==> config.mk <==
export PLATFORM = sky130hd
export DESIGN_NAME = spi_reg_responder_flat
export DESIGN_NICKNAME = d
export VERILOG_FILES = /design/src/rtl/spi_pkg.sv /design/src/rtl/spi_reg_responder_if.sv /design/src/rtl/spi_reg_responder_sync2.sv /design/src/rtl/spi_reg_responder.sv /design/src/flat_wrapper.sv
export SDC_FILE = /design/constraint.sdc
export NUM_CORES = 1
export LEC_CHECK = 0
export CAP_MARGIN = 20
export CORE_MARGIN = 3
export CORE_UTILIZATION = 45
export DETAILED_ROUTE_END_ITERATION = 16
export MAX_ROUTING_LAYER = met4
export PLACE_DENSITY_LB_ADDON = 0.08
export SYNTH_ARGS = -nofsm -noshare
export SYNTH_HDL_FRONTEND = slang
export SYNTH_SLANG_ARGS = --single-unit
==> constraint.sdc <==
create_clock -name clk -period 5.3 [get_ports clk]
set_clock_uncertainty 0.05 [all_clocks]
set_input_delay 0.795 -clock clk [delete_from_list [all_inputs] [get_ports clk]]
set_output_delay 0.795 -clock clk [all_outputs]
set_load 0.01 [all_outputs]
==> src/rtl/spi_pkg.sv <==
// spi_pkg: shared widths, frame length and responder state encoding.
package spi_pkg;
    localparam int DWIDTH = 8;
    localparam int AWIDTH = 4;
    localparam int FRAME_LEN = 1 + AWIDTH + DWIDTH;
    localparam int CW = $clog2(FRAME_LEN);
    typedef enum logic [2:0] {WAIT_IDLE, IDLE, HEADER, DATA, DONE} spi_rsp_state_t;
endpackage

==> src/rtl/spi_reg_responder_if.sv <==
// spi_reg_responder_if: SPI pin bundle between an SPI master and the responder.
interface spi_reg_responder_if;
    logic sck;
    logic mosi;
    logic ss_n;
    logic miso;
    modport master (output sck, mosi, ss_n, input miso);
    modport slave (input sck, mosi, ss_n, output miso);
endinterface

==> src/rtl/spi_reg_responder_sync2.sv <==
// spi_sync2: two-flop synchronizer with a configurable reset value.
module spi_sync2 #(parameter logic RST_VAL = 1'b0) (
    input  logic clk,
    input  logic rst,
    input  logic d,
    output logic q
);
    logic m;
    always_ff @(posedge clk or posedge rst)
        if (rst) {q, m} <= {RST_VAL, RST_VAL};
        else {q, m} <= {m, d};
endmodule

==> src/rtl/spi_reg_responder.sv <==
// spi_reg_responder: SPI slave exposing a register bank; frames are RW, address, data, MSB first.
module spi_reg_responder
    import spi_pkg::*;
(
    input  logic              clk,
    input  logic              rst,
    input  logic [1:0]        driver_cfg,
    spi_reg_responder_if.slave spi,
    input  logic [AWIDTH-1:0] host_addr,
    output logic [DWIDTH-1:0] host_rdata,
    output logic              wr_strobe,
    output logic [AWIDTH-1:0] wr_addr,
    output logic [DWIDTH-1:0] wr_data,
    output logic              rd_strobe,
    output logic              busy,
    output logic              frame_err
);
    spi_rsp_state_t state, state_nxt;
    logic sck_s, mosi_s, ss_s, sck_d, ss_d, rw, miso_q;
    logic [1:0] cfg;
    logic [CW-1:0] cnt;
    logic [AWIDTH-1:0] addr, addr_now;
    logic [DWIDTH-1:0] rx, tx_sr, word_now;
    logic [DWIDTH-1:0] bank [2**AWIDTH];

    spi_sync2 #(.RST_VAL(1'b0)) u_sck  (.clk(clk), .rst(rst), .d(spi.sck),  .q(sck_s));
    spi_sync2 #(.RST_VAL(1'b0)) u_mosi (.clk(clk), .rst(rst), .d(spi.mosi), .q(mosi_s));
    spi_sync2 #(.RST_VAL(1'b1)) u_ss   (.clk(clk), .rst(rst), .d(spi.ss_n), .q(ss_s));

    wire rise = sck_s & ~sck_d;
    wire fall = ~sck_s & sck_d;
    wire ss_fall = ~ss_s & ss_d;
    wire ss_rise = ss_s & ~ss_d;
    wire lead = cfg[1] ? fall : rise;
    wire trail = cfg[1] ? rise : fall;
    wire samp = cfg[0] ? trail : lead;
    wire shft = cfg[0] ? lead : trail;
    wire abort = (state == HEADER || state == DATA) && ss_rise;
    wire last_addr = state == HEADER && samp && !ss_rise && cnt == CW'(AWIDTH);
    wire commit = state == DATA && samp && !ss_rise && cnt == CW'(FRAME_LEN - 1);

    assign addr_now = {addr[AWIDTH-2:0], mosi_s};
    assign word_now = {rx[DWIDTH-2:0], mosi_s};
    assign host_rdata = bank[host_addr];
    assign spi.miso = miso_q;

    always_ff @(posedge clk or posedge rst)
        if (rst) state <= WAIT_IDLE;
        else state <= state_nxt;

    // WAIT_IDLE holds off until the ss_n synchronizer has flushed its reset value.
    always_comb begin
        state_nxt = state;
        case (state)
            WAIT_IDLE: state_nxt = (cnt == CW'(3) && ss_s) ? IDLE : WAIT_IDLE;
            IDLE:      state_nxt = ss_fall ? HEADER : IDLE;
            HEADER:    state_nxt = abort ? IDLE : last_addr ? DATA : HEADER;
            DATA:      state_nxt = abort ? IDLE : commit ? DONE : DATA;
            DONE:      state_nxt = ss_rise ? IDLE : DONE;
            default:   state_nxt = WAIT_IDLE;
        endcase
    end

    always_ff @(posedge clk or posedge rst)
        if (rst) begin
            {sck_d, ss_d, rw, miso_q, busy, wr_strobe, rd_strobe, frame_err} <= 8'b0100_0000;
            {cfg, cnt, addr, rx, tx_sr, wr_addr, wr_data} <= '0;
            bank <= '{default: '0};
        end else begin
            sck_d <= sck_s;
            ss_d <= ss_s;
            busy <= state_nxt != IDLE;
            wr_strobe <= commit && rw;
            rd_strobe <= last_addr && !rw;
            frame_err <= abort;
            miso_q <= (state == DATA && !rw) ? (shft ? tx_sr[DWIDTH-1] : miso_q) : 1'b0;
            if (state == DATA && shft) tx_sr <= {tx_sr[DWIDTH-2:0], 1'b0};
            if (last_addr && !rw) tx_sr <= bank[addr_now];
            if (state == WAIT_IDLE && cnt != CW'(3)) cnt <= cnt + 1'b1;
            if (state == IDLE && ss_fall) begin
                cnt <= '0;
                cfg <= driver_cfg;
            end
            if (state == HEADER && samp) begin
                cnt <= cnt + 1'b1;
                if (cnt == '0) rw <= mosi_s;
                else addr <= addr_now;
            end
            if (state == DATA && samp) begin
                cnt <= cnt + 1'b1;
                rx <= word_now;
            end
            if (commit && rw) begin
                bank[addr] <= word_now;
                wr_addr <= addr;
                wr_data <= word_now;
            end
        end
endmodule

==> src/flat_wrapper.sv <==
// flat-port wrapper written by rule: the top's interface ports become plain ports
module spi_reg_responder_flat import spi_pkg::*;
  (clk, rst, driver_cfg, host_addr, host_rdata, wr_strobe, wr_addr, wr_data, rd_strobe, busy, frame_err, spi_sck, spi_mosi, spi_ss_n, spi_miso);
  spi_reg_responder_if spi_i ();
  input  logic clk;
  input  logic rst;
  input  logic [1:0] driver_cfg;
  input  logic [AWIDTH-1:0] host_addr;
  output logic [DWIDTH-1:0] host_rdata;
  output logic wr_strobe;
  output logic [AWIDTH-1:0] wr_addr;
  output logic [DWIDTH-1:0] wr_data;
  output logic rd_strobe;
  output logic busy;
  output logic frame_err;
  input wire logic [$bits(spi_i.sck)-1:0] spi_sck;
  input wire logic [$bits(spi_i.mosi)-1:0] spi_mosi;
  input wire logic [$bits(spi_i.ss_n)-1:0] spi_ss_n;
  output wire logic [$bits(spi_i.miso)-1:0] spi_miso;
  assign spi_i.sck = spi_sck;
  assign spi_i.mosi = spi_mosi;
  assign spi_i.ss_n = spi_ss_n;
  assign spi_miso = spi_i.miso;
  spi_reg_responder u_core (.clk(clk), .rst(rst), .driver_cfg(driver_cfg), .spi(spi_i), .host_addr(host_addr), .host_rdata(host_rdata), .wr_strobe(wr_strobe), .wr_addr(wr_addr), .wr_data(wr_data), .rd_strobe(rd_strobe), .busy(busy), .frame_err(frame_err));
endmodule
---- Word level (Yosys, flattened, before mapping) ----
Index checks and enable logic that the tools add are counted.
word-level totals
  register bits after elaboration ......... 182
  bits in latches ......................... 0
  memory bits (writable) .................. 0
  memory bits (read-only) ................. 0
  input port bits ......................... 11
  output and inout port bits .............. 25
  logic and storage cells ................. 118
  memories ................................ 0
operators by class
  add/sub/neg operators ................... 1
  $mul .................................... 0
  divide/modulo/power cells ............... 0
  magnitude comparators ................... 4
  eq/ne operators ......................... 10
  shift-type cells ........................ 0
  muxes and demuxes ....................... 29
  bitwise gates (word level) .............. 12
  reduce and logical (&&, ||, !) cells .... 24
operators by type and width
  operator                                                  number
  bitwise mux 128 bit                                       1
  binary-select mux 8 bit (select 4 bit)                    2
  2-to-1 mux 8 bit                                          7
  demux 8 bit (select 4 bit)                                1
  2-to-1 mux 4 bit                                          4
  greater-or-equal comparator 5 bit, second input constant  3
  logical AND 1 bit                                         15
  NOT 4 -> 5 bit                                            3
  case mux 3 bit (5 select lines)                           1
  2-to-1 mux 3 bit                                          4
  2-to-1 mux 1 bit                                          8
  equality test 3 x 2 -> 1 bit, second input constant       2
  < comparator 5 x 1 -> 1 bit, second input constant        1
  NOT 1 bit                                                 5
  adder 4 x 1 -> 4 bit, second input constant               1
  AND 1 bit                                                 4
  equality test 4 x 2 -> 1 bit, second input constant       1
  equality test 4 x 3 -> 1 bit, second input constant       1
  equality test 4 bit, second input constant                1
  zero test 4 bit                                           1
  inequality test 4 x 2 -> 1 bit, second input constant     1
  AND reduction 2 bit                                       2
  nonzero test 4 bit                                        1
  equality test 3 x 1 -> 1 bit, second input constant       1
  8 further kinds                                           9

---- Longest topological paths before layout ----
Gate-level depths: netlist (run 1).
  depth after elaboration ................. 11
  depth in mapped cells ................... 9
  mapped depth without buffers ............ 7

---- Hierarchy ----
Synthesis (run 1) repeated with hierarchy kept, for this count alone.
unflattened totals
  cells, all modules ...................... 595
  area total of the unflattened synthesis .. 8996.1 µm²
by module, submodules not included
  module                         times used  cells an instance  area each (µm²)  sequential area each (µm²)
  spi_reg_responder              1           586                8832.2           4405.5
  spi_sync2 (u_core.u_mosi ...)  2           3                  53.8             50.0
  spi_sync2 (u_core.u_ss)        1           3                  56.3             52.6

---- Least setup slack after synthesis (run 1) ----
OpenSTA, ideal clock, no wires.
  path kind ............................... input to output
  from .................................... in host_addr[0]
  to ...................................... out host_rdata[0]
  data arrival time ....................... 2604 ps
  required time ........................... 4455 ps
  slack ................................... 1851 ps
  stages .................................. 4
  path buffers ............................ 2
  cells stage by stage .................... clkbuf_1 -> buf_1 -> mux4_2 -> mux4_2
on the way
  longest elaborated chain between the ends .. 4
RTL lines
  element                                              line                     source
  start, declared                                      flat_wrapper.sv:8        input logic [AWIDTH-1:0] host_addr;
  NOT 4 -> 5 bit (implied by the code)                 spi_reg_responder.sv:44  assign host_rdata = bank[host_addr];
  binary-select mux 8 bit (select 4 bit)               spi_reg_responder.sv:44
  2-to-1 mux 8 bit (implied by the code) (2 in a row)  spi_reg_responder.sv:44
  end, declared                                        flat_wrapper.sv:9        output logic [DWIDTH-1:0] host_rdata;
Every way passes these cells. The select of a mux whose other input is x is not followed.

---- Worst setup path in the final report (run 1) ----
  from .................................... in host_addr[1]
  to ...................................... out host_rdata[5]
The elaborated chain is that of the path after synthesis.

==> flow_metrics.tcl, run 1 <==
set metrics [dict create \
    status "completed" \
    overflow 0 \
    end_kind "output port" \
    crit_type "input port to output port" \
    synthMuxAreaShare_pct 36.7 \
    synth_ff_type "dfrtp_1" \
    ant_nets 0 \
    crit_family "buffers and inverters" \
    synth_top_family_by_area "multiplexers" \
    wl_per_cell_um 24.8 \
    antenna_found_initial 0 \
    synth_seq_area_share_pct 50.2 \
    grt_max_degree 183 \
    diodes 0 \
    maxCapViolations 0 \
    rows 51 \
    synth_xor_area_share_pct 0.372 \
    grt_pass1_wl_mm 35.5 \
    cts_tree "done" \
    final_common_cell "dfrtp_1" \
    place_ws_ps 1140 \
    grt_pass1_vias 5720 \
    worstReg2RegStart "u_core.ss_d" \
    max-clock-path-buffers 2 \
    power_density_mw_per_mm2 336 \
    core_area_mm2 0.0197 \
    reg2reg_setup_slack_ps 2120 \
    tightest_slew_ps 1150 \
    layout-area-overhead-vs-synth_pct 12.8 \
    hold_viol 0 \
    setup_slack_ps 1110 \
    synth_simple_gate_area_share_pct 7.69 \
    place.port_buffers 35 \
    yosysUniqueCellTypes 49 \
    critical_path.max_stage_delay_ps 580 \
    drt_pre_antenna_iters 5 \
    max_slew_margin_pct 23.1 \
    synth_area_mm2 0.00907 \
    hp-start "u_core.u_ss.m" \
    min_period_ps 4190 \
    crit_arrival_ps 3340 \
    wl_mm 22.6 \
    fin_setup_tns_ps 0 \
    setup_viol 0 \
    synth.avg_cell_area_um2 14.7 \
    fin_crit_sh_pct 79.0 \
    max_freq_mhz 239 \
    min_to "u_core.u_ss.q" \
    intPower_mw 2.41 \
    crit_buf_inv 3 \
    numCtsBuffers 17 \
    chipHeight_um 148 \
    drc 0 \
    gp_congestion 0.872 \
    synth_compound_area_share_pct 2.51 \
    drt_iter0_markers 406 \
    cts_resized 0 \
    pwr-share-comb_pct 15.9 \
    required_ps 4450 \
    layout-drive-gt1-share_pct 41.9 \
    swShare_pct 30.0 \
    cts.sinks 182 \
    seq_power_share_pct 47.2 \
    gr-usage-all-layers_pct 22.2 \
    path_clk_slew_ps 60 \
    cts_htree_levels 4 \
    final_nets 646 \
    rsz0062_at_grt "false" \
    reg2regPathDepth 6 \
    io_pins 36 \
    path_cells "clkdlybuf4s50_1 > buf_4 > mux4_2 > mux4_2 > clkdlybuf4s50_1" \
    viasPerCell 6.05 \
    synthAdderAreaFrac_pct 0.276 \
    slew_viol_final 0 \
    yosysWarningCount 0 \
    cpMaxStageDelayCell "mux4_2" \
    r2r-end "u_core.bank[63]" \
    synth_async_sr_flop_share_pct 100 \
    hold_depth 0 \
    die_area_mm2 0.0219 \
    mostFrequentLayoutCells "178 x dfrtp_1, 137 x mux2_2, 72 x mux4_2" \
    worstPathMaxFanout 32 \
    postSynthCellCount 617 \
    cts_setup_buffers 0 \
    holdCritPathClass "register to register" \
    p_leak_nw 4.67 \
    p_sw_mw 1.03 \
    cts_hold_buf 0 \
    clk_latency_ps 420 \
    synth_edf_count 0 \
    root_buffer "clkbuf_16" \
    dpl.hpwl_mm 13.9 \
    synth_fp_nets 630 \
    ys_ff_latch 182 \
    start_kind "input port" \
    power_frac_clock_pct 36.9 \
    peakVddDrop_mv 0.185 \
    holdWs_ps 306 \
    initial_core_util_pct 46.2 \
    vias 5507 \
    die_w_um 148 \
]
==> registers in the layout, summed over array words and instances (netlist names), 2 cells and up <==
name,cells
u_core.addr,4
u_core.wr_addr,4
u_core.rx,7
u_core.cfg,2
u_core.wr_data,8
u_core.cnt,4
u_core.bank,128
u_core.tx_sr,8
u_core.state,3
==> Yosys cell counts (2+ instances only) <==
master | count | area, um^2
nor4_1 | 2 | 12.5
nor4_4 | 3 | 63.8
a21oi_1 | 2 | 10.0
dfrtp_1 | 179 | 4480
buf_2 | 2 | 10.0
nor3_1 | 2 | 10.0
ha_1 | 2 | 25.0
nor2_2 | 3 | 18.8
buf_1 | 17 | 63.8
nand2_1 | 62 | 233
a22oi_1 | 14 | 105
nand3_1 | 7 | 35.0
nor2_1 | 11 | 41.3
nand4_1 | 4 | 25.0
nor3b_4 | 3 | 56.3
o21ai_0 | 7 | 35.0
dfstp_2 | 3 | 78.8
nand2b_1 | 4 | 25.0
inv_1 | 4 | 15.0
nor2b_1 | 8 | 50.1
mux4_2 | 72 | 1620
or3_1 | 3 | 18.8
a221o_1 | 3 | 30.0
mux2_2 | 137 | 1540
a21boi_0 | 2 | 15.0
clkbuf_1 | 25 | 93.8
mux2i_1 | 11 | 110
mux2_1 | 4 | 45.0
==> cells by family after synthesis <==
logic type	after synthesis
AO/OA/AOI/OAI	32
XOR/XNOR	3
adder cells (fa/ha/maj)	2
buffers and inverters	50
flip-flops	182
multiplexers	225
AND/OR/NAND/NOR	123
==> cell type report <==
| class | instances | area [um^2] |
|---|---|---|
| clock buffer | 18 | 429 |
| clock inverter | 13 | 156 |
| fill | 1693 | 9420 |
| inverter | 5 | 22.5 |
| multi-input combinational | 385 | 4320 |
| sequential | 182 | 4560 |
| tap | 265 | 332 |
| timing repair buffer | 42 | 410 |
==> worst max-delay path by stage <==
stage | cells past startpoint | end | from
2_1_floorplan | 4 | host_rdata[0] | host_addr[0]
3_3_place_gp | 5 | host_rdata[4] | host_addr[1]
3_5_place_dp | 5 | host_rdata[5] | host_addr[1]
4_1_cts | 5 | host_rdata[5] | host_addr[1]
5_1_grt | 5 | host_rdata[5] | host_addr[1]
6_report | 5 | host_rdata[5] | host_addr[1]
==> power by group through the flow <==
stage | Clock, mW | Combinational (mW) | Sequential, mW
after CTS | 1.29 | 0.555 | 1.62
after global placement | 0 | 0.536 | 1.64
after global routing | 1.36 | 0.592 | 1.64
final | 1.27 | 0.547 | 1.62
after floorplan | 0 | 0.483 | 1.53
after detailed placement | 0 | 0.552 | 1.65
==> through the flow <==
stage,utilization [%],area (um^2),instances,total power [mW]
after CTS,52.1,10200,910,3.47
after global routing,52.1,10200,910,3.59
after global placement,49.1,9650,879,2.17
final,52.1,10200,910,3.44
after detailed placement,49.1,9650,879,2.20
after floorplan,-,9080,617,2.01
==> per-layer routing <==
layer  share of wire (%)  routed length, um  global-route usage, %  vias up
li1                    -                  -                      -     2363
met1                  44               9930                   29.8     2967
met2                  51              11500                   36.1      158
met3                 4.1                916                   4.17       19
met4                 1.0                225                   4.11        0
met5                   0                  0                      -        -
Power figures use the tool's default switching activity.
==> inputs of run 2 (changes only) <==
==> constraint.sdc (replaced) <==
create_clock -name clk -period 3.75 [get_ports clk]
set_clock_uncertainty 0.05 [all_clocks]
set_input_delay 0.5625 -clock clk [delete_from_list [all_inputs] [get_ports clk]]
set_output_delay 0.5625 -clock clk [all_outputs]
set_load 0.01 [all_outputs]
==> run 2 against run 1 <==
Wire length is 1.4% lower; clock power is 58% higher; clock-buffer cell count is 5 higher; critical path depth stayed put; combinational power is 40% higher; register-to-register slack worse by 1100 ps; design area is 2.0% higher; die area stayed put; setup slack worse by 870 ps; total power is 48% higher; non-clock buffer count is 12 higher; worst hold slack hardly changed; critical path type unchanged; largest cell class unchanged; largest power group unchanged; highest routed layer unchanged.
==> flow_metrics.tcl, run 2 (same netlist as run 1, synthesis figures left out) <==
set metrics [dict create \
    status "completed" \
    path_cells "clkdlybuf4s50_1 > buf_12 > mux4_2 > mux4_2 > clkdlybuf4s50_1" \
    register_area_mm2 0.00456 \
    peakVddDrop_mv 0.308 \
    ant_nets 0 \
    holdWs_ps 306 \
    power_density_mw_per_mm2 487 \
    die_area_mm2 0.0219 \
    cp.depth 5 \
    viasPerCell 5.90 \
    fin_setup_tns_ps 0 \
    start_kind "input port" \
    reg2reg_setup_slack_ps 1060 \
    cts_setup_buffers 0 \
    grt_max_degree 125 \
    drt_iter0_markers 358 \
    tightest_slew_ps 909 \
    cts_tree "done" \
    initial_core_util_pct 46.2 \
    mostFrequentLayoutCells "178 x dfrtp_1, 137 x mux2_2, 72 x mux4_2" \
    path_clk_slew_ps 60 \
    cts.sinks 182 \
    required_ps 3140 \
    reg2regPathDepth 6 \
    grt_pass1_wl_mm 35.4 \
    nFillCells 1668 \
    crit_family "buffers and inverters" \
    maxCapViolations 0 \
    p_leak_nw 4.78 \
    cts_resized 0 \
    gp_congestion 0.793 \
    min_period_ps 3510 \
    layout-area-overhead-vs-synth_pct 15.0 \
    worstPathMaxFanout 32 \
    vias 5433 \
    total_power_mw 5.08 \
    final_common_cell "dfrtp_1" \
    core_area_mm2 0.0197 \
    drc 0 \
    slew_viol_final 0 \
    top_regs "u_core.bank: 128 flops, u_core.tx_sr: 8 flops, u_core.wr_data: 8 flops" \
    crit_arrival_ps 2900 \
    cts_htree_levels 4 \
    chipHeight_um 148 \
    die_w_um 148 \
    crit_type "input port to output port" \
    dpl.hpwl_mm 14.3 \
    overflow 0 \
    diodes 0 \
    largest_reg_flops 128 \
    r2r-end "u_core.bank[30]" \
    gr-usage-all-layers_pct 22.3 \
    rows 51 \
    worstReg2RegStart "u_core.state[2]" \
    grt_pass1_vias 5646 \
    drt_pre_antenna_iters 4 \
    wl_mm 22.2 \
    rsz0062_at_grt "false" \
    placed_area_mm2 0.00978 \
    io_pins 36 \
    hold_viol 0 \
    antenna_found_initial 0 \
    cpMaxStageDelayCell "clkdlybuf4s50_1" \
    clk_latency_ps 430 \
    fin_crit_sh_pct 93.6 \
    critPathCapture "host_rdata[4]" \
    crit_buf_inv 3 \
    design_area_mm2 0.0104 \
    critical_path.max_stage_delay_ps 530 \
    cp-startpoint "host_addr[1]" \
    place.port_buffers 35 \
    max-clock-path-buffers 2 \
    cts_hold_buf 0 \
    numCtsBuffers 17 \
    max_slew_margin_pct 39.2 \
    root_buffer "clkbuf_16" \
    holdCritPathClass "register to register" \
    wl_per_cell_um 24.1 \
    end_kind "output port" \
    final_nets 658 \
    layout-drive-gt1-share_pct 42.8 \
    top_register "u_core.bank" \
    multiInputGateArea_mm2 0.00432 \
    max_freq_mhz 285 \
    setup_viol 0 \
]
-- run 2: per-stage QoR --
step / util (%) / setup slack, ps / std cells
2_1_floorplan: - / 766 / 617
3_3_place_gp: 49.7 / 260 / 891
3_5_place_dp: 49.7 / 226 / 891
4_1_cts: 53.1 / 218 / 921
5_1_grt: 53.1 / 173 / 921
6_report: 53.1 / 239 / 921
-- run 2: worst min path at each step --
stage                          startpoint         endpoint  slack [ps]  depth (start not counted)
after floorplan           u_core.u_mosi.m  u_core.u_mosi.q         280                          0
after global placement     u_core.u_sck.m   u_core.u_sck.q         290                          0
after detailed placement   u_core.u_sck.m   u_core.u_sck.q         290                          0
after CTS                   u_core.u_ss.m    u_core.u_ss.q         310                          0
after global routing        u_core.u_ss.m    u_core.u_ss.q         310                          0
final                      u_core.u_sck.m   u_core.u_sck.q         310                          0
-- run 2: worst reg2reg max path: stages, from the launching register on --
cell	delay, ps
dfrtp_1	460
nand2b_1	270
nor3_2	340
nand3_4	280
inv_2	180
nand4_2	510
mux2_2	500
-- run 2: per-layer routing --
layer	track usage, %	part of all wire [%]	wire, um	vias up
met1	31.1	45	10100	2923
met5	-	0	0	-
met4	5.03	1.2	260	0
met2	34.5	49	10900	111
li1	-	-	-	2382
met3	4.57	4.4	970	17
-- run 2: where the power goes --
part	internal, mW	leakage (nW)	switching [mW]	total (mW)
Sequential	2.06	2.50	0.251	2.31
Combinational	0.308	1.96	0.456	0.765
Clock	1.27	0.322	0.740	2.01
Total	3.63	4.78	1.45	5.08
-- run 2: cell type report --
type	instances	area share (%)
timing repair buffer	54	5.15
tap	265	3.18
clock inverter	7	1.59
clock buffer	23	4.77
inverter	5	0.216
sequential	182	43.7
multi-input combinational	385	41.4
==> inputs of run 3 (changes only) <==
--- a/config.mk
+++ b/config.mk
@@ -6,6 +6,8 @@
 export NUM_CORES = 1
 export LEC_CHECK = 0
 export CAP_MARGIN = 20
+export CELL_PAD_IN_SITES_DETAIL_PLACEMENT = 0
+export CELL_PAD_IN_SITES_GLOBAL_PLACEMENT = 1
 export CORE_MARGIN = 3
 export CORE_UTILIZATION = 45
 export DETAILED_ROUTE_END_ITERATION = 16
==> run 3 against run 2 <==
Combinational power up 0.7%; clock-buffer cell count down 1; flip-flop and latch count unchanged; global-route usage up 0.42 points; sequential share of layout area up 0.33 points.
==> flow_metrics.tcl, run 3 (same netlist as run 1, synthesis figures left out) <==
set metrics [dict create \
    drc 0 \
    initial_core_util_pct 46.2 \
    max_slew_margin_pct 37.9 \
    power_density_mw_per_mm2 463 \
    power_frac_clock_pct 35.9 \
    vias 5501 \
    gp_congestion 0.834 \
    crit_arrival_ps 2840 \
    worstPathMaxFanout 24 \
    numCtsBuffers 17 \
    die_area_mm2 0.0219 \
    swShare_pct 30.6 \
    cts_hold_buf 0 \
    intPower_mw 3.33 \
    max-clock-path-buffers 2 \
    die_w_um 148 \
    fin_crit_sh_pct 92.1 \
    mostFrequentLayoutCells "178 x dfrtp_1, 137 x mux2_2, 72 x mux4_2" \
    grt_pass1_wl_mm 36.3 \
    top_regs "u_core.bank: 128 flops, u_core.tx_sr: 8 flops, u_core.wr_data: 8 flops" \
    pwr-share-comb_pct 16.0 \
    setup_slack_ps 295 \
    core_area_mm2 0.0197 \
    layout-drive-gt1-share_pct 42.7 \
    ant_nets 0 \
    largest_reg_flops 128 \
    gr-usage-all-layers_pct 22.8 \
    holdCritPathClass "register to register" \
    status "completed" \
    rows 51 \
    dp_cells 893 \
    hold_viol 0 \
    dpl.hpwl_mm 14.8 \
    holdWs_ps 311 \
    clk_latency_ps 420 \
    grt_pass1_vias 5911 \
    cts_setup_buffers 0 \
    tightest_slew_ps 929 \
    p_sw_mw 1.47 \
    setup_viol 0 \
    required_ps 3140 \
    cts_htree_levels 4 \
    chipHeight_um 148 \
    layout-area-overhead-vs-synth_pct 14.2 \
    cts.sinks 182 \
    start_kind "input port" \
    max_freq_mhz 289 \
    maxCapViolations 0 \
    io_pins 36 \
    p_leak_nw 4.73 \
    final_nets 660 \
    top_register "u_core.bank" \
    grt_max_degree 108 \
    wl_per_cell_um 24.6 \
    drt_pre_antenna_iters 4 \
    drt_iter0_markers 382 \
    nFillCells 1658 \
    wl_mm 22.8 \
    placed_area_mm2 0.00980 \
    crit_type "input port to output port" \
    antenna_found_initial 0 \
    place_ws_ps 309 \
    viasPerCell 5.95 \
    seq_power_share_pct 48.1 \
    end_kind "output port" \
    min_period_ps 3460 \
    overflow 0 \
    slew_viol_final 0 \
    cts_tree "done" \
    fin_setup_tns_ps 0 \
    rsz0062_at_grt "false" \
    place.port_buffers 35 \
    final_common_cell "dfrtp_1" \
    design_area_mm2 0.0104 \
    cts_resized 0 \
    peakVddDrop_mv 0.281 \
    diodes 0 \
    root_buffer "clkbuf_16" \
    path_clk_slew_ps 60 \
    instances_no_fill 925 \
]
[run 3: cell types whose count changed in the layout (fill, tap and decap cells not counted), sizes merged]
cell / change
bufinv: -4
clkinvlp: +4
buf: +2
clkinv: +2
clkbuf: -1
inv: +1
[run 3: worst max-delay path, cell delays in order]
cell,delay (ps)
clkdlybuf4s50_1,500
buf_12,210
buf_4,230
mux4_2,320
mux4_2,500
clkdlybuf4s50_1,510
[run 3: layout make-up]
| cell class | instances | area, um^2 | share of cell area, % |
|---|---|---|---|
| clock buffers | 22 | 464 | 4.48 |
| clock inverters | 10 | 98.8 | 0.954 |
| inverters | 5 | 22.5 | 0.217 |
| multi-input cells | 385 | 4320 | 41.7 |
| flip-flops and latches | 182 | 4560 | 44.0 |
| well taps | 265 | 332 | 3.20 |
| repair buffers | 56 | 566 | 5.46 |
[run 3: metrics by stage]
stage,util (%),power [mW]
floorplan,-,2.85
global placement,49.9,3.10
detailed placement,49.9,3.12
CTS,52.7,4.85
global route,52.7,5.04
finish,52.7,4.80
[run 3: power by group through the flow]
stage          Combinational (mW)  Sequential (mW)  Clock [mW]
2_1_floorplan               0.682             2.17           0
3_3_place_gp                0.762             2.34           0
3_5_place_dp                0.777             2.34           0
4_1_cts                     0.779             2.31        1.76
5_1_grt                     0.846             2.33        1.86
6_report                    0.770             2.31        1.72
[run 3: path summary, 6_finish.rpt]
check	cells after the start	to	slack, ps	startpoint
hold / removal	0	u_core.u_ss.q	310	u_core.u_ss.m
max in group asynchronous	3	u_core.u_mosi.q	2510	rst
setup / recovery	6	host_rdata[3]	290	host_addr[1]
min in group asynchronous	3	u_core.wr_strobe	580	rst
hold reg to reg	0	u_core.u_ss.q	310	u_core.u_ss.m
setup reg to reg	6	u_core.bank[96]	990	u_core.ss_d
[run 3: per-layer routing]
layer | up-vias | part of all wire (%) | track usage [%] | routed length (um)
met2 | 154 | 50 | 35.9 | 11300
met3 | 28 | 6.1 | 4.75 | 1380
met4 | 0 | 1.6 | 5.82 | 372
li1 | 2379 | - | - | -
met1 | 2940 | 43 | 30.6 | 9680
met5 | - | 0 | - | 0
